**src/rtl/mem_arb_pkg.sv**
```systemverilog
// Shared state encoding and constants for the instruction/data memory-port arbiter.
package mem_arb_pkg;

    typedef enum logic [1:0] {
        StIdle  = 2'd0,
        StIssue = 2'd1,
        StResp  = 2'd2
    } arb_state_e;

    localparam logic OWN_IC = 1'b0;
    localparam logic OWN_DC = 1'b1;

    localparam int unsigned STARVE_W = 4;

endpackage

```
**src/rtl/mem_arb_starve_ctr.sv**
```systemverilog
// Saturating count of data grants that bypassed a waiting instruction fetch.
module mem_arb_starve_ctr
    import mem_arb_pkg::*;
(
    input  logic                clk_i,
    input  logic                rst_i,
    input  logic                inc_i,
    input  logic                clr_i,
    input  logic [STARVE_W-1:0] limit_i,
    output logic                at_limit_o
);

    logic [STARVE_W-1:0] cnt_q, cnt_d;

    always_comb begin
        cnt_d = cnt_q;
        if (clr_i) begin
            cnt_d = '0;
        end else if (inc_i && (cnt_q != limit_i)) begin
            cnt_d = cnt_q + STARVE_W'(1);
        end
    end

    always_ff @(posedge clk_i) begin
        if (rst_i) begin
            cnt_q <= '0;
        end else begin
            cnt_q <= cnt_d;
        end
    end

    assign at_limit_o = (cnt_q == limit_i);

endmodule

```
**src/rtl/mem_port_arbiter.sv**
```systemverilog
// Shares one backing-memory port between icache and dcache, one transaction in flight,
// dcache first with a bounded number of bypasses of a waiting icache request.
module mem_port_arbiter
    import mem_arb_pkg::*;
#(
    parameter int unsigned ADDR_W       = 32,
    parameter int unsigned DATA_W       = 32,
    parameter int unsigned STARVE_LIMIT = 4
) (
    input  logic                clk_i,
    input  logic                rst_i,
    input  logic                ic_req_i,
    input  logic [ADDR_W-1:0]   ic_addr_i,
    output logic                ic_ack_o,
    output logic [DATA_W-1:0]   ic_rdata_o,
    input  logic                dc_req_i,
    input  logic [ADDR_W-1:0]   dc_addr_i,
    input  logic [DATA_W/8-1:0] dc_we_i,
    input  logic [DATA_W-1:0]   dc_din_i,
    output logic                dc_ack_o,
    output logic [DATA_W-1:0]   dc_rdata_o,
    output logic                mem_req_valid_o,
    input  logic                mem_req_ready_i,
    output logic [ADDR_W-1:0]   mem_addr_o,
    output logic [DATA_W/8-1:0] mem_we_o,
    output logic [DATA_W-1:0]   mem_din_o,
    input  logic                mem_rvalid_i,
    input  logic [DATA_W-1:0]   mem_rdata_i,
    output logic                stall_o
);

    localparam logic [STARVE_W-1:0] StarveLimit = STARVE_W'(STARVE_LIMIT);

    arb_state_e          state_q, state_d;
    logic                owner_q, owner_d;
    logic [ADDR_W-1:0]   mem_addr_q, mem_addr_d;
    logic [DATA_W/8-1:0] mem_we_q, mem_we_d;
    logic [DATA_W-1:0]   mem_din_q, mem_din_d;
    logic                ic_ack_q, ic_ack_d;
    logic                dc_ack_q, dc_ack_d;
    logic [DATA_W-1:0]   ic_rdata_q, ic_rdata_d;
    logic [DATA_W-1:0]   dc_rdata_q, dc_rdata_d;

    logic grant_ic, grant_dc;
    logic at_limit;

    // Arbitration is suppressed while an ack is on the wire so the acked requester,
    // whose req may still be high, cannot be re-granted on its old request.
    always_comb begin
        grant_ic = 1'b0;
        grant_dc = 1'b0;
        if ((state_q == StIdle) && !ic_ack_q && !dc_ack_q) begin
            if (dc_req_i && !(ic_req_i && at_limit)) begin
                grant_dc = 1'b1;
            end else if (ic_req_i) begin
                grant_ic = 1'b1;
            end
        end
    end

    mem_arb_starve_ctr u_starve_ctr (
        .clk_i      (clk_i),
        .rst_i      (rst_i),
        .inc_i      (grant_dc & ic_req_i),
        .clr_i      (grant_ic | ~ic_req_i),
        .limit_i    (StarveLimit),
        .at_limit_o (at_limit)
    );

    always_comb begin
        state_d    = state_q;
        owner_d    = owner_q;
        mem_addr_d = mem_addr_q;
        mem_we_d   = mem_we_q;
        mem_din_d  = mem_din_q;
        ic_ack_d   = 1'b0;
        dc_ack_d   = 1'b0;
        ic_rdata_d = ic_rdata_q;
        dc_rdata_d = dc_rdata_q;

        unique case (state_q)
            StIdle: begin
                if (grant_dc) begin
                    owner_d    = OWN_DC;
                    mem_addr_d = dc_addr_i;
                    mem_we_d   = dc_we_i;
                    mem_din_d  = dc_din_i;
                    state_d    = StIssue;
                end else if (grant_ic) begin
                    owner_d    = OWN_IC;
                    mem_addr_d = ic_addr_i;
                    mem_we_d   = '0;
                    mem_din_d  = '0;
                    state_d    = StIssue;
                end
            end
            StIssue: begin
                if (mem_req_ready_i) begin
                    if (mem_we_q != '0) begin
                        ic_ack_d = (owner_q == OWN_IC);
                        dc_ack_d = (owner_q == OWN_DC);
                        state_d  = StIdle;
                    end else begin
                        state_d = StResp;
                    end
                end
            end
            StResp: begin
                if (mem_rvalid_i) begin
                    if (owner_q == OWN_DC) begin
                        dc_rdata_d = mem_rdata_i;
                        dc_ack_d   = 1'b1;
                    end else begin
                        ic_rdata_d = mem_rdata_i;
                        ic_ack_d   = 1'b1;
                    end
                    state_d = StIdle;
                end
            end
            default: begin
                state_d = StIdle;
            end
        endcase
    end

    always_ff @(posedge clk_i) begin
        if (rst_i) begin
            state_q    <= StIdle;
            owner_q    <= OWN_IC;
            mem_addr_q <= '0;
            mem_we_q   <= '0;
            mem_din_q  <= '0;
            ic_ack_q   <= 1'b0;
            dc_ack_q   <= 1'b0;
            ic_rdata_q <= '0;
            dc_rdata_q <= '0;
        end else begin
            state_q    <= state_d;
            owner_q    <= owner_d;
            mem_addr_q <= mem_addr_d;
            mem_we_q   <= mem_we_d;
            mem_din_q  <= mem_din_d;
            ic_ack_q   <= ic_ack_d;
            dc_ack_q   <= dc_ack_d;
            ic_rdata_q <= ic_rdata_d;
            dc_rdata_q <= dc_rdata_d;
        end
    end

    assign mem_req_valid_o = (state_q == StIssue);
    assign mem_addr_o      = mem_addr_q;
    assign mem_we_o        = mem_we_q;
    assign mem_din_o       = mem_din_q;
    assign ic_ack_o        = ic_ack_q;
    assign dc_ack_o        = dc_ack_q;
    assign ic_rdata_o      = ic_rdata_q;
    assign dc_rdata_o      = dc_rdata_q;
    assign stall_o         = (ic_req_i & ~ic_ack_q) | (dc_req_i & ~dc_ack_q);

endmodule
```
**config.mk**
```make
export PLATFORM = sky130hd
export DESIGN_NAME = mem_port_arbiter
export DESIGN_NICKNAME = d
export VERILOG_FILES = /design/src/rtl/mem_arb_pkg.sv /design/src/rtl/mem_arb_starve_ctr.sv /design/src/rtl/mem_port_arbiter.sv
export SDC_FILE = /design/constraint.sdc
export NUM_CORES = 1
export LEC_CHECK = 0
export ABC_AREA = 1
export BUFFER_PORTS_ARGS = -buffer_cell sky130_fd_sc_hd__buf_2
export CORE_MARGIN = 10
export CORE_UTILIZATION = 42
export CTS_CLUSTER_SIZE = 24
export DETAILED_ROUTE_END_ITERATION = 10
export GPL_TIMING_DRIVEN = 0
export PLACE_DENSITY = 0.77
export SLEW_MARGIN = 20
export SYNTH_ARGS = -nofsm -noshare
export SYNTH_HDL_FRONTEND = slang
export SYNTH_HIERARCHICAL = 1
export SYNTH_SLANG_ARGS = --single-unit
```
**constraint.sdc**
```tcl
create_clock -name clk_i -period 1.69 [get_ports clk_i]
set_input_delay 0.2535 -clock clk_i [delete_from_list [all_inputs] [get_ports clk_i]]
set_output_delay 0.2535 -clock clk_i [all_outputs]
set_load 0.02 [all_outputs]
```
# Word-level counts from Yosys, hierarchy flattened
# Index checks and enable logic that the tools add are counted.
[totals]
regBits = 141
elab_cells = 72
[classes]
n_addsub = 1
eq_ne = 7
n_mux = 29
bitwise = 9
n_reduce_logical = 16
[op_table]
columns = ["cell", "n"]
rows = [
  ["32-bit 2-to-1 mux", 4],
  ["1-bit 2-to-1 mux", 15],
  ["2-bit 2-to-1 mux", 5],
  ["3-bit AND reduction", 3],
  ["4-bit 2-to-1 mux", 2],
  ["2-bit one-hot mux with 3 select lines", 1],
  ["1-bit logical AND", 5],
  ["4-bit by 1-bit adder with 4-bit output, second input constant", 1],
  ["4-bit by 3-bit equality test with 1-bit output, second input constant", 1],
  ["4-bit by 3-bit != test with 1-bit output, second input constant", 1],
  ["1-bit NOT", 4],
  ["1-bit one-hot mux with 2 select lines", 2],
  ["4-bit nonzero test", 1],
  ["1-bit bitwise AND", 3],
  ["1-bit logical NOT", 3],
  ["3-bit != test, second input constant", 1],
  ["2-bit by 1-bit equality test with 1-bit output, second input constant", 1],
  ["2-bit equality test, second input constant", 1],
  ["2-bit logical NOT", 1],
  ["2-bit by 1-bit != test with 1-bit output, second input constant", 1],
  ["2-bit != test, second input constant", 1],
  ["1-bit OR", 2],
  ["2-bit AND reduction", 1],
  ["2-bit nonzero test", 1],
  ["2-bit OR reduction", 1],
]

# Longest topological paths before layout
# Gate-level depths: netlist (run 1).
[depth]
depth_word = 9
mapped_depth = 16
ltp_nobuf = 15

# Hierarchy
# The synthesis (run 1) kept the hierarchy.
[modules_own_cells]
columns = ["module", "instances", "cells_per_inst", "area_each_um2", "seq_area_each_um2"]
rows = [
  ["mem_port_arbiter", 1, 738, 5330.1, 2742.6],
  ["mem_arb_starve_ctr", 1, 51, 297.8, 80.1],
]

# Worst setup path before layout (run 1)
# No wires, ideal clock.
[synth_timing]
path_type = "reg-to-reg"
startpoint = "reg u_starve_ctr.cnt_q[2]"
endpoint = "reg u_starve_ctr.cnt_q[0]"
arrival_ps = 1545
required_time_ps = 1575
path_slack_ps = 30
stages_incl_launch_ff = 14
path_buffers = 0
synth_period_minus_slack_ps = 1660
path_cell_list = "dfxtp_1 > inv_1 > nand2_1 > nand2_1 > nor2_2 > nand2_2 > inv_1 > nand2_1 > nand2_1 > inv_2 > o21ai_0 > nor2_8 > nand2_1 > nor2_1"
[synth_between]
elab_chain_cells = 8
word_cells_on_any_way = 13
classes_between = "eq/ne (2); mux (4); bitwise (2); reduce/logical (5)"
[synth_rtl]
columns = ["item", "line_no", "text"]
rows = [
  ["start: declaration", "mem_arb_starve_ctr.sv:13", "logic [STARVE_W-1:0] cnt_q, cnt_d;"],
  ["start signal: assignment", "mem_arb_starve_ctr.sv:28", "cnt_q <= cnt_d;"],
  ["4-bit by 3-bit equality test with 1-bit output (*)", "mem_arb_starve_ctr.sv:32", "assign at_limit_o = (cnt_q == limit_i);"],
  ["via at_limit", "mem_port_arbiter.sv:45", "logic at_limit;"],
  ["1-bit logical AND (*)", "mem_port_arbiter.sv:53", "if (dc_req_i && !(ic_req_i && at_limit)) begin"],
  ["1-bit logical NOT (*)", "mem_port_arbiter.sv:53", ""],
  ["1-bit logical AND (*)", "mem_port_arbiter.sv:53", ""],
  ["1-bit 2-to-1 mux", "mem_port_arbiter.sv:53", ""],
  ["1-bit 2-to-1 mux", "mem_port_arbiter.sv:52", "if ((state_q == StIdle) && !ic_ack_q && !dc_ack_q) begin"],
  ["1-bit OR or 1-bit bitwise AND (tied branches)", "mem_port_arbiter.sv:65, mem_port_arbiter.sv:64", ""],
  ["2-bit OR reduction (no line) or 1-bit logical AND (tied branches)", "-", ""],
]
# Mark *: on every way through the listed nets, which the timed path passes. The rest lies on a longest branch.
# A chain may end at the register's enable or synchronous reset.

# Final worst setup path (run 1)
[layout_timing]
startpoint = "reg u_starve_ctr.cnt_q[3]"
endpoint = "reg mem_addr_q[22] (netlist: mem_addr_o[22])"
[layout_between]
elab_chain_cells = 8
word_cells_on_any_way = 11
classes_between = "eq/ne (1); mux (5); reduce/logical (5)"
[layout_rtl]
columns = ["item", "line_no", "text"]
rows = [
  ["4-bit by 3-bit equality test with 1-bit output (*)", "mem_arb_starve_ctr.sv:32", ""],
  ["via at_limit", "mem_port_arbiter.sv:45", ""],
  ["1-bit logical AND (*)", "mem_port_arbiter.sv:53", ""],
  ["1-bit logical NOT (*)", "mem_port_arbiter.sv:53", ""],
  ["1-bit logical AND (*)", "mem_port_arbiter.sv:53", ""],
  ["1-bit 2-to-1 mux", "mem_port_arbiter.sv:53", ""],
  ["1-bit 2-to-1 mux", "mem_port_arbiter.sv:52", ""],
  ["2-bit nonzero test (no line)", "-", ""],
  ["2-bit AND reduction (no line)", "-", ""],
  ["end signal: assignment", "mem_port_arbiter.sv:140", "mem_addr_q <= mem_addr_d;"],
  ["end: declaration", "mem_port_arbiter.sv:36", "logic [ADDR_W-1:0] mem_addr_q, mem_addr_d;"],
]
# Marked as above.

==> results of run 1 <==
## cells by family after synthesis
logic type,count (synthesis),synth area share (%)
other cells,2,0.133
compound gates,143,12.8
buf+inv,79,6.23
fa+ha+maj,5,1.11
simple gates,419,29.6
flops,141,50.2
## power by group
group,internal (uW),switching [uW],leakage [uW],total (uW)
sequential,3930,299,0.00115,4230
combinational,2240,3680,0.00271,5920
clock,2380,1370,0.000298,3750
## worst max path at each step
stage | startpoint | to | slack (ns) | cells past startpoint
2_1_floorplan | u_starve_ctr/cnt_q[2]$_SDFFE_PP0P_ | u_starve_ctr/cnt_q[0]$_SDFFE_PP0P_ | 0.03 | 13
4_1_cts | state_q[0]$_SDFFE_PP0P_ | ic_rdata_o[7]$_SDFFE_PP0P_ | -0.01 | 8
5_1_grt | state_q[0]$_SDFFE_PP0P_ | mem_addr_o[16]$_SDFFE_PP0P_ | -0.09 | 11
6_report | u_starve_ctr/cnt_q[3]$_SDFFE_PP0P_ | mem_addr_o[22]$_SDFFE_PP0P_ | 0.01 | 15
3_3_place_gp | u_starve_ctr/cnt_q[2]$_SDFFE_PP0P_ | mem_din_o[1]$_SDFFE_PP0P_ | -0.21 | 15
3_5_place_dp | u_starve_ctr/cnt_q[2]$_SDFFE_PP0P_ | mem_addr_o[16]$_SDFFE_PP0P_ | -0.26 | 16
## timing repair
action,4_1_cts,5_1_grt
setup endpoints to repair,77,132
resized for setup,24,150
pin swaps,2,32
gates cloned,0,4
setup buffers,7,7
## cells in the final DEF (no fill, tap or decap), drive strengths merged, types with 3 or more instances in the layout
cell,instances
a21oi,75
buf,313
bufinv,3
clkbuf,48
clkinv,9
conb,8
dfxtp,141
ha,5
inv,26
nand2,229
nand3,43
nor2,144
o21ai,66
## per-layer routing
metal / GRT usage (%) / part of all wire, %
met5: 0 / 0
met4: 7.66 / 2.3
met3: 7.94 / 9.1
met2: 35.5 / 51
met1: 22.3 / 38
## state kept, by name, indices dropped and copies added, names as in the netlist
register and flops:
dc_ack_o 1, ic_rdata_o 32, mem_we_o 4, owner_q 1, dc_rdata_o 32, ic_ack_o 1, mem_addr_o 32, u_starve_ctr/cnt_q 4
mem_din_o 32, state_q 2
## worst register-to-register path, stage by stage, from the launching register on
cell and delay (ns):
dfxtp_2 0.35, nand2_1 0.06, nand2_1 0.07, nor2_2 0.05, nand2_2 0.07, inv_2 0.04, nand2_2 0.05, nand2_2 0.07
inv_4 0.09, nand2_8 0.10, nand2_8 0.12, clkinv_8 0.07, buf_12 0.15, clkbuf_16 0.17, nor2_4 0.08, nor2_1 0.04
## metrics by stage
step                      cells  power [uW]  setup slack, ns  hold WS, ns  utilization (%)
after detailed placement   1244        8790           -0.262        0.448             54.9
after global placement     1244        8730           -0.214        0.443             54.9
final                      1295       13900           0.0102       0.0858             64.1
after floorplan             795        7230           0.0305        0.388                -
after CTS                  1282       12800          -0.0147       0.0644             60.3
after global routing       1295       14700          -0.0919       0.0676             64.1
## cell type report
type / instances / area share (%)
Tap cell: 176 / 2.61
Buffer: 51 / 4.01
Sequential cell: 141 / 33.5
Inverter: 28 / 1.53
Timing Repair Buffer: 291 / 18.6
Clock inverter: 12 / 1.72
Antenna cell: 2 / 0.0592
Multi-Input combinational cell: 575 / 32.6
Clock buffer: 19 / 5.36
==> impl_results.html, run 1 <==
<table>
<tr><th>Metric</th><th>Value</th></tr>
<tr><th colspan="2">Clock network</th></tr>
<tr><td>CTS root buffer</td><td>clkbuf_16</td></tr>
<tr><td>Skew-Pair Late Insertion Delay</td><td>0.41 ns</td></tr>
<tr><td>Clk slew on worst S/H paths</td><td>0.06 ns</td></tr>
<tr><td>Num CTS Buffers</td><td>17</td></tr>
<tr><td>Hold bufs inserted after CTS</td><td>0</td></tr>
<tr><td>TritonCTS clock tree</td><td>done</td></tr>
<tr><td>Deepest level of the CTS H-tree</td><td>4</td></tr>
<tr><td>Total clock sinks</td><td>141</td></tr>
<tr><td>Maximum clock insertion buffer count</td><td>2</td></tr>
<tr><th colspan="2">STA</th></tr>
<tr><td>Final hold vios</td><td>0</td></tr>
<tr><td>Final setup vio count</td><td>0</td></tr>
<tr><td>Total Neg Setup Slack</td><td>0 ns</td></tr>
<tr><td>Highest clock rate</td><td>595 MHz</td></tr>
<tr><td>Final Slew Violations</td><td>0</td></tr>
<tr><td>Remaining max-slew budget at the tightest pin</td><td>60.3%</td></tr>
<tr><td>Final critical-path required period</td><td>1.68 ns</td></tr>
<tr><td>RSZ-0062 raised after global routing</td><td>true</td></tr>
<tr><td>Final worst path period share</td><td>99.4%</td></tr>
<tr><td>Worst Tran Pin Value</td><td>0.596 ns</td></tr>
<tr><td>Setup Skew</td><td>0.00760 ns</td></tr>
<tr><th colspan="2">Yosys</th></tr>
<tr><td>Cell area after technology mapping</td><td>0.00563 mm^2</td></tr>
<tr><td>Synth cell types</td><td>24</td></tr>
<tr><td>Synth async-reset ratio</td><td>0%</td></tr>
<tr><td>Cell type with the largest total area after synthesis</td><td>dfxtp_1</td></tr>
<tr><td>Proportion of netlist area held by the largest area contributor</td><td>50.2%</td></tr>
<tr><td>Number of synthesized flops with an enable pin</td><td>0</td></tr>
<tr><td>Largest cells by area after synthesis</td><td>dfxtp_1 (50%), nand2_1 (15%), nor2_1 (9.4%)</td></tr>
<tr><td>Top-count cell post-synth</td><td>nand2_1</td></tr>
<tr><td>YS warnings</td><td>6</td></tr>
<tr><td>Average instance area after synthesis</td><td>7.13 um^2</td></tr>
<tr><td>Post-Synthesis Cells</td><td>789</td></tr>
<tr><td>FF+latch count, synth</td><td>141</td></tr>
<tr><td>List of most frequent post-synthesis cells</td><td>nand2_1 (226), dfxtp_1 (141), nor2_1 (141), a21oi_1 (75), o21ai_0 (66)</td></tr>
<tr><td>Main synth FF type</td><td>dfxtp_1</td></tr>
<tr><td>Sequential-to-total area share from yosys stat</td><td>50.2%</td></tr>
<tr><th colspan="2">GRT</th></tr>
<tr><td>Initial antenna violation count</td><td>2</td></tr>
<tr><td>Vias in the first global route</td><td>5971</td></tr>
<tr><td>Total routing resource utilization after global routing</td><td>20.6%</td></tr>
<tr><td>Pin count of the biggest net entering global routing</td><td>17</td></tr>
<tr><td>Global-route wire length before repair</td><td>30.2 mm</td></tr>
<tr><td>Sum of overflow across all layers after global routing</td><td>0</td></tr>
<tr><th colspan="2">Placement</th></tr>
<tr><td>Input/output buffers</td><td>273</td></tr>
<tr><td>Area after DPL</td><td>0.00724 mm^2</td></tr>
<tr><td>Detail Placement HPWL</td><td>15.5 mm</td></tr>
<tr><td>Gp weighted congestion</td><td>0.934</td></tr>
<tr><th colspan="2">Die</th></tr>
<tr><td>Floorplan row count</td><td>42</td></tr>
<tr><td>Area of the die</td><td>0.0184 mm^2</td></tr>
<tr><td>Die Span X</td><td>136 um</td></tr>
<tr><td>Height of the chip</td><td>136 um</td></tr>
<tr><td>Initial Util</td><td>42.7%</td></tr>
<tr><td>Std-Cell Core Area</td><td>0.0132 mm^2</td></tr>
<tr><td>Top-Level Pins</td><td>274</td></tr>
<tr><th colspan="2">Drt</th></tr>
<tr><td>Number of detailed-routing iterations run before antenna repair</td><td>5</td></tr>
<tr><td>DR iter-0 viols</td><td>445</td></tr>
<tr><td>Via count</td><td>6223</td></tr>
<tr><td>Routed wire length per instance</td><td>15.9 um</td></tr>
<tr><td>Final WL</td><td>20.6 mm</td></tr>
<tr><td>Number of antenna-violating nets in the routed design</td><td>0</td></tr>
<tr><td>Routed vias/inst</td><td>4.81</td></tr>
<tr><td># DRC</td><td>0</td></tr>
<tr><th colspan="2">Hold path</th></tr>
<tr><td>Endpoint of the worst hold path</td><td>ic_rdata_o[14]$_SDFFE_PP0P_</td></tr>
<tr><td>Cells on Worst Hold Path</td><td>3</td></tr>
<tr><td>Min-Delay Startpoint</td><td>mem_rdata_i[14]</td></tr>
<tr><td>Hold WC Path Type</td><td>input port to flop</td></tr>
<tr><th colspan="2">Worst setup path</th></tr>
<tr><td>Top fanout value on the critical path</td><td>7</td></tr>
<tr><td>Maximum cell stage delay along the critical path</td><td>0.35 ns</td></tr>
<tr><td>WS Path Type</td><td>flop to flop</td></tr>
<tr><td>R2r worst-path depth</td><td>15</td></tr>
<tr><td>Worst-path cell chain</td><td>nand2_1 -&gt; nand2_1 -&gt; nor2_2 -&gt; nand2_2 -&gt; inv_2 -&gt; nand2_2 -&gt; nand2_2 -&gt; inv_4 -&gt; nand2_8 -&gt; nand2_8 -&gt; clkinv_8 -&gt; buf_12 -&gt; clkbuf_16 -&gt; nor2_4 -&gt; nor2_1</td></tr>
<tr><td>Endpoint of the worst-slack reg-to-reg timing path</td><td>mem_addr_o[22]$_SDFFE_PP0P_</td></tr>
<tr><td>Kind of cell adding the most delay to the critical path</td><td>simple AND/OR/NAND/NOR gates</td></tr>
<tr><td>Minimum setup slack among reg-to-reg paths</td><td>0.01 ns</td></tr>
<tr><td>Arrival time of data at the critical path endpoint</td><td>1.98 ns</td></tr>
<tr><td>Critical path launch point type</td><td>flop</td></tr>
<tr><td>CP required</td><td>1.99 ns</td></tr>
<tr><td>Startpoint of the most critical register-to-register path</td><td>u_starve_ctr/cnt_q[3]$_SDFFE_PP0P_</td></tr>
<tr><td>Critical path buffer and inverter count</td><td>5</td></tr>
<tr><td>Most used cell along the critical path</td><td>nand2_2</td></tr>
<tr><td>Critical Path End Type</td><td>flop</td></tr>
<tr><td>Slowest CP cell</td><td>dfxtp_2</td></tr>
<tr><th colspan="2">Finish</th></tr>
<tr><td>Sequential cell area</td><td>0.00283 mm^2</td></tr>
<tr><td>Fin nets</td><td>1248</td></tr>
<tr><td>Post-route design area</td><td>0.00845 mm^2</td></tr>
<tr><td>Layout cell share with drive strength beyond 1</td><td>38.2%</td></tr>
<tr><td># fillers</td><td>1199</td></tr>
<tr><td>Layout Area Growth over Synthesis</td><td>50.2%</td></tr>
<tr><td>Multi-input combinational cell area</td><td>0.00276 mm^2</td></tr>
<tr><th colspan="2">Power and ir drop</th></tr>
<tr><td>Worst supply voltage drop on vdd</td><td>1060 uV</td></tr>
<tr><td>Power density of the placed cells</td><td>1640 mW/mm^2</td></tr>
<tr><td>Lkg Pwr</td><td>0.00416 uW</td></tr>
<tr><th colspan="2">Flow run</th></tr>
<tr><td>MaxCap Viol Count</td><td>0</td></tr>
<tr><th colspan="2">Outcome</th></tr>
<tr><td>Result of the run</td><td>complete, no violations</td></tr>
</table>
(Power assumes the default switching activity.)
==> inputs of run 2 (changes only) <==
--- a/config.mk
+++ b/config.mk
@@ -8,11 +8,13 @@
 export ABC_AREA = 1
 export BUFFER_PORTS_ARGS = -buffer_cell sky130_fd_sc_hd__buf_2
 export CORE_MARGIN = 10
-export CORE_UTILIZATION = 42
+export CORE_UTILIZATION = 43
+export CTS_BUF_LIST = sky130_fd_sc_hd__clkbuf_8
 export CTS_CLUSTER_SIZE = 24
 export DETAILED_ROUTE_END_ITERATION = 10
 export GPL_TIMING_DRIVEN = 0
-export PLACE_DENSITY = 0.77
+export PLACE_DENSITY = 0.78
+export REMOVE_ABC_BUFFERS = 1
 export SLEW_MARGIN = 20
 export SYNTH_ARGS = -nofsm -noshare
 export SYNTH_HDL_FRONTEND = slang
==> run 2 against run 1 <==
  * Clock-buffer cell count is 2 lower
  * Highest routed layer unchanged
  * Sequential power is 4% higher
  * Via count is 3.3% higher
  * Sequential share of layout area is 0.45 points lower
  * First-iteration DRC count is 4.0% lower
  * Flip-flop and latch count stayed put
  * Critical endpoint is now mem_addr_o[13]$_SDFFE_PP0P_
  * Critical path depth is 1 higher
  * Combinational power is 11% higher
  * Fmax is 7.8% lower
  * The run now ends with setup timing left
  * Global-route usage is 0.65 points higher
  * Die area is 2.0% lower
==> impl_results.html, run 2 (synthesized netlist as in run 1, its figures left out) <==
<table>
<tr><th>Metric</th><th>Value</th></tr>
<tr><th colspan="2">Finish</th></tr>
<tr><td># fillers</td><td>1066 (was 1199)</td></tr>
<tr><td>Commonest non-fill, non-tap cells in the layout</td><td>buf_2 (271), nand2_1 (187), nor2_1 (137), dfxtp_1 (134), a21oi_1 (51) (was buf_2 (282), nand2_1 (206), dfxtp_1 (137), nor2_1 (113), a21oi_1 (73))</td></tr>
<tr><td>Commonest non-fill, non-tap cell in the layout</td><td>buf_2 (unchanged)</td></tr>
<tr><td>Post-route design area</td><td>0.00860 mm^2 (was 0.00845 mm^2)</td></tr>
<tr><td>Fin nets</td><td>1237 (was 1248)</td></tr>
<tr><td>Layout Area Growth over Synthesis</td><td>52.8% (was 50.2%)</td></tr>
<tr><td>Layout cell share with drive strength beyond 1</td><td>42.5% (was 38.2%)</td></tr>
<tr><td>Sequential cell area</td><td>0.00284 mm^2 (was 0.00283 mm^2)</td></tr>
<tr><td>Non-filler instance count after layout</td><td>1283 (was 1295)</td></tr>
<tr><td>Multi-input combinational cell area</td><td>0.00305 mm^2 (was 0.00276 mm^2)</td></tr>
<tr><th colspan="2">Die</th></tr>
<tr><td>Initial Util</td><td>44.2% (was 42.7%)</td></tr>
<tr><td>Die Span X</td><td>134 um (was 136 um)</td></tr>
<tr><td>Height of the chip</td><td>134 um (was 136 um)</td></tr>
<tr><td>Area of the die</td><td>0.0181 mm^2 (was 0.0184 mm^2)</td></tr>
<tr><td>Top-Level Pins</td><td>274 (unchanged)</td></tr>
<tr><td>Std-Cell Core Area</td><td>0.0127 mm^2 (was 0.0132 mm^2)</td></tr>
<tr><td>Floorplan row count</td><td>41 (was 42)</td></tr>
<tr><th colspan="2">Power and ir drop</th></tr>
<tr><td>Part of the power in registers</td><td>32.5% (was 30.4%)</td></tr>
<tr><td>Lkg Pwr</td><td>0.00429 uW (was 0.00416 uW)</td></tr>
<tr><td>Worst supply voltage drop on vdd</td><td>946 uV (was 1060 uV)</td></tr>
<tr><td>Share of total power in combinational logic</td><td>48.5% (was 42.6%)</td></tr>
<tr><td>Power density of the placed cells</td><td>1570 mW/mm^2 (was 1640 mW/mm^2)</td></tr>
<tr><td>Net switching power</td><td>6070 uW (was 5350 uW)</td></tr>
<tr><td>Clock power share</td><td>19.0% (was 27.0%)</td></tr>
<tr><td>Internal power summed over all cells</td><td>7470 uW (was 8550 uW)</td></tr>
<tr><td>Switch share</td><td>44.8% (was 38.5%)</td></tr>
<tr><th colspan="2">Worst setup path</th></tr>
<tr><td>WS Path Type</td><td>flop to flop (unchanged)</td></tr>
<tr><td>Top fanout value on the critical path</td><td>17 (was 7)</td></tr>
<tr><td>Critical path launch point type</td><td>flop (unchanged)</td></tr>
<tr><td>Endpoint of the worst-slack reg-to-reg timing path</td><td>mem_addr_o[13]$_SDFFE_PP0P_ (was mem_addr_o[22]$_SDFFE_PP0P_)</td></tr>
<tr><td>Critical Path End Type</td><td>flop (unchanged)</td></tr>
<tr><td>CP required</td><td>2.05 ns (was 1.99 ns)</td></tr>
<tr><td>Launch point of the critical path</td><td>u_starve_ctr/cnt_q[0]$_SDFFE_PP0P_ (was u_starve_ctr/cnt_q[3]$_SDFFE_PP0P_)</td></tr>
<tr><td>Minimum setup slack among reg-to-reg paths</td><td>-0.13 ns (was 0.01 ns)</td></tr>
<tr><td>Worst Setup EP</td><td>mem_addr_o[13]$_SDFFE_PP0P_ (was mem_addr_o[22]$_SDFFE_PP0P_)</td></tr>
<tr><td>Arrival time of data at the critical path endpoint</td><td>2.18 ns (was 1.98 ns)</td></tr>
<tr><td>Startpoint of the most critical register-to-register path</td><td>u_starve_ctr/cnt_q[0]$_SDFFE_PP0P_ (was u_starve_ctr/cnt_q[3]$_SDFFE_PP0P_)</td></tr>
<tr><td>R2r worst-path depth</td><td>16 (was 15)</td></tr>
<tr><th colspan="2">Drt</th></tr>
<tr><td># DRC</td><td>0 (unchanged)</td></tr>
<tr><td>Via count</td><td>6427 (was 6223)</td></tr>
<tr><td>Routed vias/inst</td><td>5.01 (was 4.81)</td></tr>
<tr><td>Routed wire length per instance</td><td>17.3 um (was 15.9 um)</td></tr>
<tr><td>DR iter-0 viols</td><td>427 (was 445)</td></tr>
<tr><td>Number of antenna-violating nets in the routed design</td><td>0 (unchanged)</td></tr>
<tr><td>Final WL</td><td>22.2 mm (was 20.6 mm)</td></tr>
<tr><td>Number of detailed-routing iterations run before antenna repair</td><td>5 (unchanged)</td></tr>
<tr><th colspan="2">Clock network</th></tr>
<tr><td>Hold bufs inserted after CTS</td><td>0 (unchanged)</td></tr>
<tr><td>Total clock sinks</td><td>141 (unchanged)</td></tr>
<tr><td>Maximum clock insertion buffer count</td><td>2 (unchanged)</td></tr>
<tr><td>Clk slew on worst S/H paths</td><td>0.08 ns (was 0.06 ns)</td></tr>
<tr><td>Skew-Pair Late Insertion Delay</td><td>0.46 ns (was 0.41 ns)</td></tr>
<tr><td>Deepest level of the CTS H-tree</td><td>4 (unchanged)</td></tr>
<tr><td>TritonCTS clock tree</td><td>done (unchanged)</td></tr>
<tr><td>CTS root buffer</td><td>clkbuf_8 (was clkbuf_16)</td></tr>
<tr><td>Num CTS Buffers</td><td>17 (unchanged)</td></tr>
<tr><th colspan="2">STA</th></tr>
<tr><td>Worst setup slack after layout</td><td>-0.131 ns (was 0.0102 ns)</td></tr>
<tr><td>RSZ-0062 raised after global routing</td><td>true (unchanged)</td></tr>
<tr><td>Final worst path period share</td><td>108% (was 99.4%)</td></tr>
<tr><td>Final setup vio count</td><td>68 (was 0)</td></tr>
<tr><td>Final Slew Violations</td><td>0 (unchanged)</td></tr>
<tr><td>Final hold vios</td><td>0 (unchanged)</td></tr>
<tr><td>Highest clock rate</td><td>549 MHz (was 595 MHz)</td></tr>
<tr><td>Remaining max-slew budget at the tightest pin</td><td>35.1% (was 60.3%)</td></tr>
<tr><td>Total Neg Setup Slack</td><td>-3.03 ns (was 0 ns)</td></tr>
<tr><td>WHS</td><td>0.0371 ns (was 0.0858 ns)</td></tr>
<tr><td>Final critical-path required period</td><td>1.82 ns (was 1.68 ns)</td></tr>
<tr><td>Setup Skew</td><td>0.0151 ns (was 0.00760 ns)</td></tr>
<tr><td>Worst Tran Pin Value</td><td>0.973 ns (was 0.596 ns)</td></tr>
<tr><th colspan="2">GRT</th></tr>
<tr><td>Total routing resource utilization after global routing</td><td>21.2% (was 20.6%)</td></tr>
<tr><td>Vias in the first global route</td><td>5979 (was 5971)</td></tr>
<tr><td>Sum of overflow across all layers after global routing</td><td>0 (unchanged)</td></tr>
<tr><td>Initial antenna violation count</td><td>4 (was 2)</td></tr>
<tr><td>Pin count of the biggest net entering global routing</td><td>72 (was 17)</td></tr>
<tr><td>Global-route wire length before repair</td><td>30.9 mm (was 30.2 mm)</td></tr>
<tr><th colspan="2">Hold path</th></tr>
<tr><td>Hold WC Path Type</td><td>input port to flop (unchanged)</td></tr>
<tr><th colspan="2">Placement</th></tr>
<tr><td>Pre-CTS WS</td><td>-1.55 ns (was -0.262 ns)</td></tr>
<tr><td>Area after DPL</td><td>0.00702 mm^2 (was 0.00724 mm^2)</td></tr>
<tr><td>Placed instance count</td><td>1190 (was 1244)</td></tr>
<tr><td>Gp weighted congestion</td><td>0.821 (was 0.934)</td></tr>
<tr><td>Input/output buffers</td><td>273 (unchanged)</td></tr>
<tr><td>Detail Placement HPWL</td><td>12.9 mm (was 15.5 mm)</td></tr>
<tr><th colspan="2">Outcome</th></tr>
<tr><td>Violations in the final reports</td><td>setup timing</td></tr>
<tr><td>Result of the run</td><td>complete, but fails checks (was complete, no violations)</td></tr>
<tr><th colspan="2">Flow run</th></tr>
<tr><td>MaxCap Viol Count</td><td>0 (unchanged)</td></tr>
</table>
-- run 2: cell count changes in the layout (fill, tap and decap cells not counted), moves of 11 or more --
cell / delta
nor2_1: +24
nand2_4: +23
a21oi_1: -22
a21oi_2: +22
clkbuf_16: -21
nand2_1: -19
nor2_4: -17
o21ai_2: +16
clkbuf_8: +15
clkbuf_1: -14
buf_2: -11
-- run 2: critical path, stage by stage (launching register included) --
cell and delay, ns:
dfxtp_4 0.35, nand2_1 0.06, nand2_1 0.07, nor2_2 0.14
nand2_2 0.08, inv_2 0.05, nand2_2 0.04, nand2_2 0.10
clkinv_4 0.08, nand2_8 0.11, buf_12 0.16, buf_12 0.12
inv_12 0.05, nand2_1 0.05, nand2_1 0.05, nor2_1 0.12
nor2_1 0.06
-- run 2: repair_timing --
action                     CTS  global route
setup buffers               16            18
pin swaps                    5            29
cloned                      11            12
gates resized for setup     53           155
setup endpoints to repair  141           141
-- run 2: power by group through the flow --
stage,registers (uW),logic (uW),clock network [uW]
2_1_floorplan,4980,1920,0
3_3_place_gp,4300,4020,0
3_5_place_dp,4330,4070,0
4_1_cts,4280,5000,2600
5_1_grt,4470,7070,2740
6_report,4400,6570,2570
-- run 2: worst min-delay path by stage --
stage | slack (ns) | to | from | cells after the start
floorplan | 0.32 | dc_rdata_o[0]$_SDFFE_PP0N_ | rst_i | 1
global placement | 0.44 | mem_din_o[14]$_SDFFE_PP0P_ | mem_din_o[14]$_SDFFE_PP0P_ | 2
detailed placement | 0.45 | dc_rdata_o[21]$_SDFFE_PP0N_ | dc_rdata_o[21]$_SDFFE_PP0N_ | 2
CTS | 0.02 | mem_din_o[2]$_SDFFE_PP0P_ | dc_din_i[2] | 3
global route | 0.03 | mem_din_o[22]$_SDFFE_PP0P_ | dc_din_i[22] | 3
finish | 0.04 | ic_rdata_o[17]$_SDFFE_PP0P_ | mem_rdata_i[17] | 3
-- run 2: area by class of cell --
type                       count  area share (%)
multi-input combinational    585            35.4
sequential                   141            33.0
timing repair buffer         308            20.5
clock buffer                  17            2.72
tap                          172            2.50
timing repair inverter        13            2.15
inverter                      28            1.99
clock inverter                15            1.56
antenna                        4           0.116
-- run 2: through the flow --
stage | power [uW] | util, %
finish | 13500 | 67.6
global route | 14300 | 67.6
CTS | 11900 | 61.1
detailed placement | 8400 | 55.2
global placement | 8310 | 54.9
floorplan | 6910 | -
-- run 2: routing by layer --
metal	up-vias	track usage (%)	routed length, um
met5	-	0	0
met1	2952	23.1	8530
met2	297	35.7	10900
met3	44	8.92	2110
met4	0	8.65	651
li1	3134	-	-
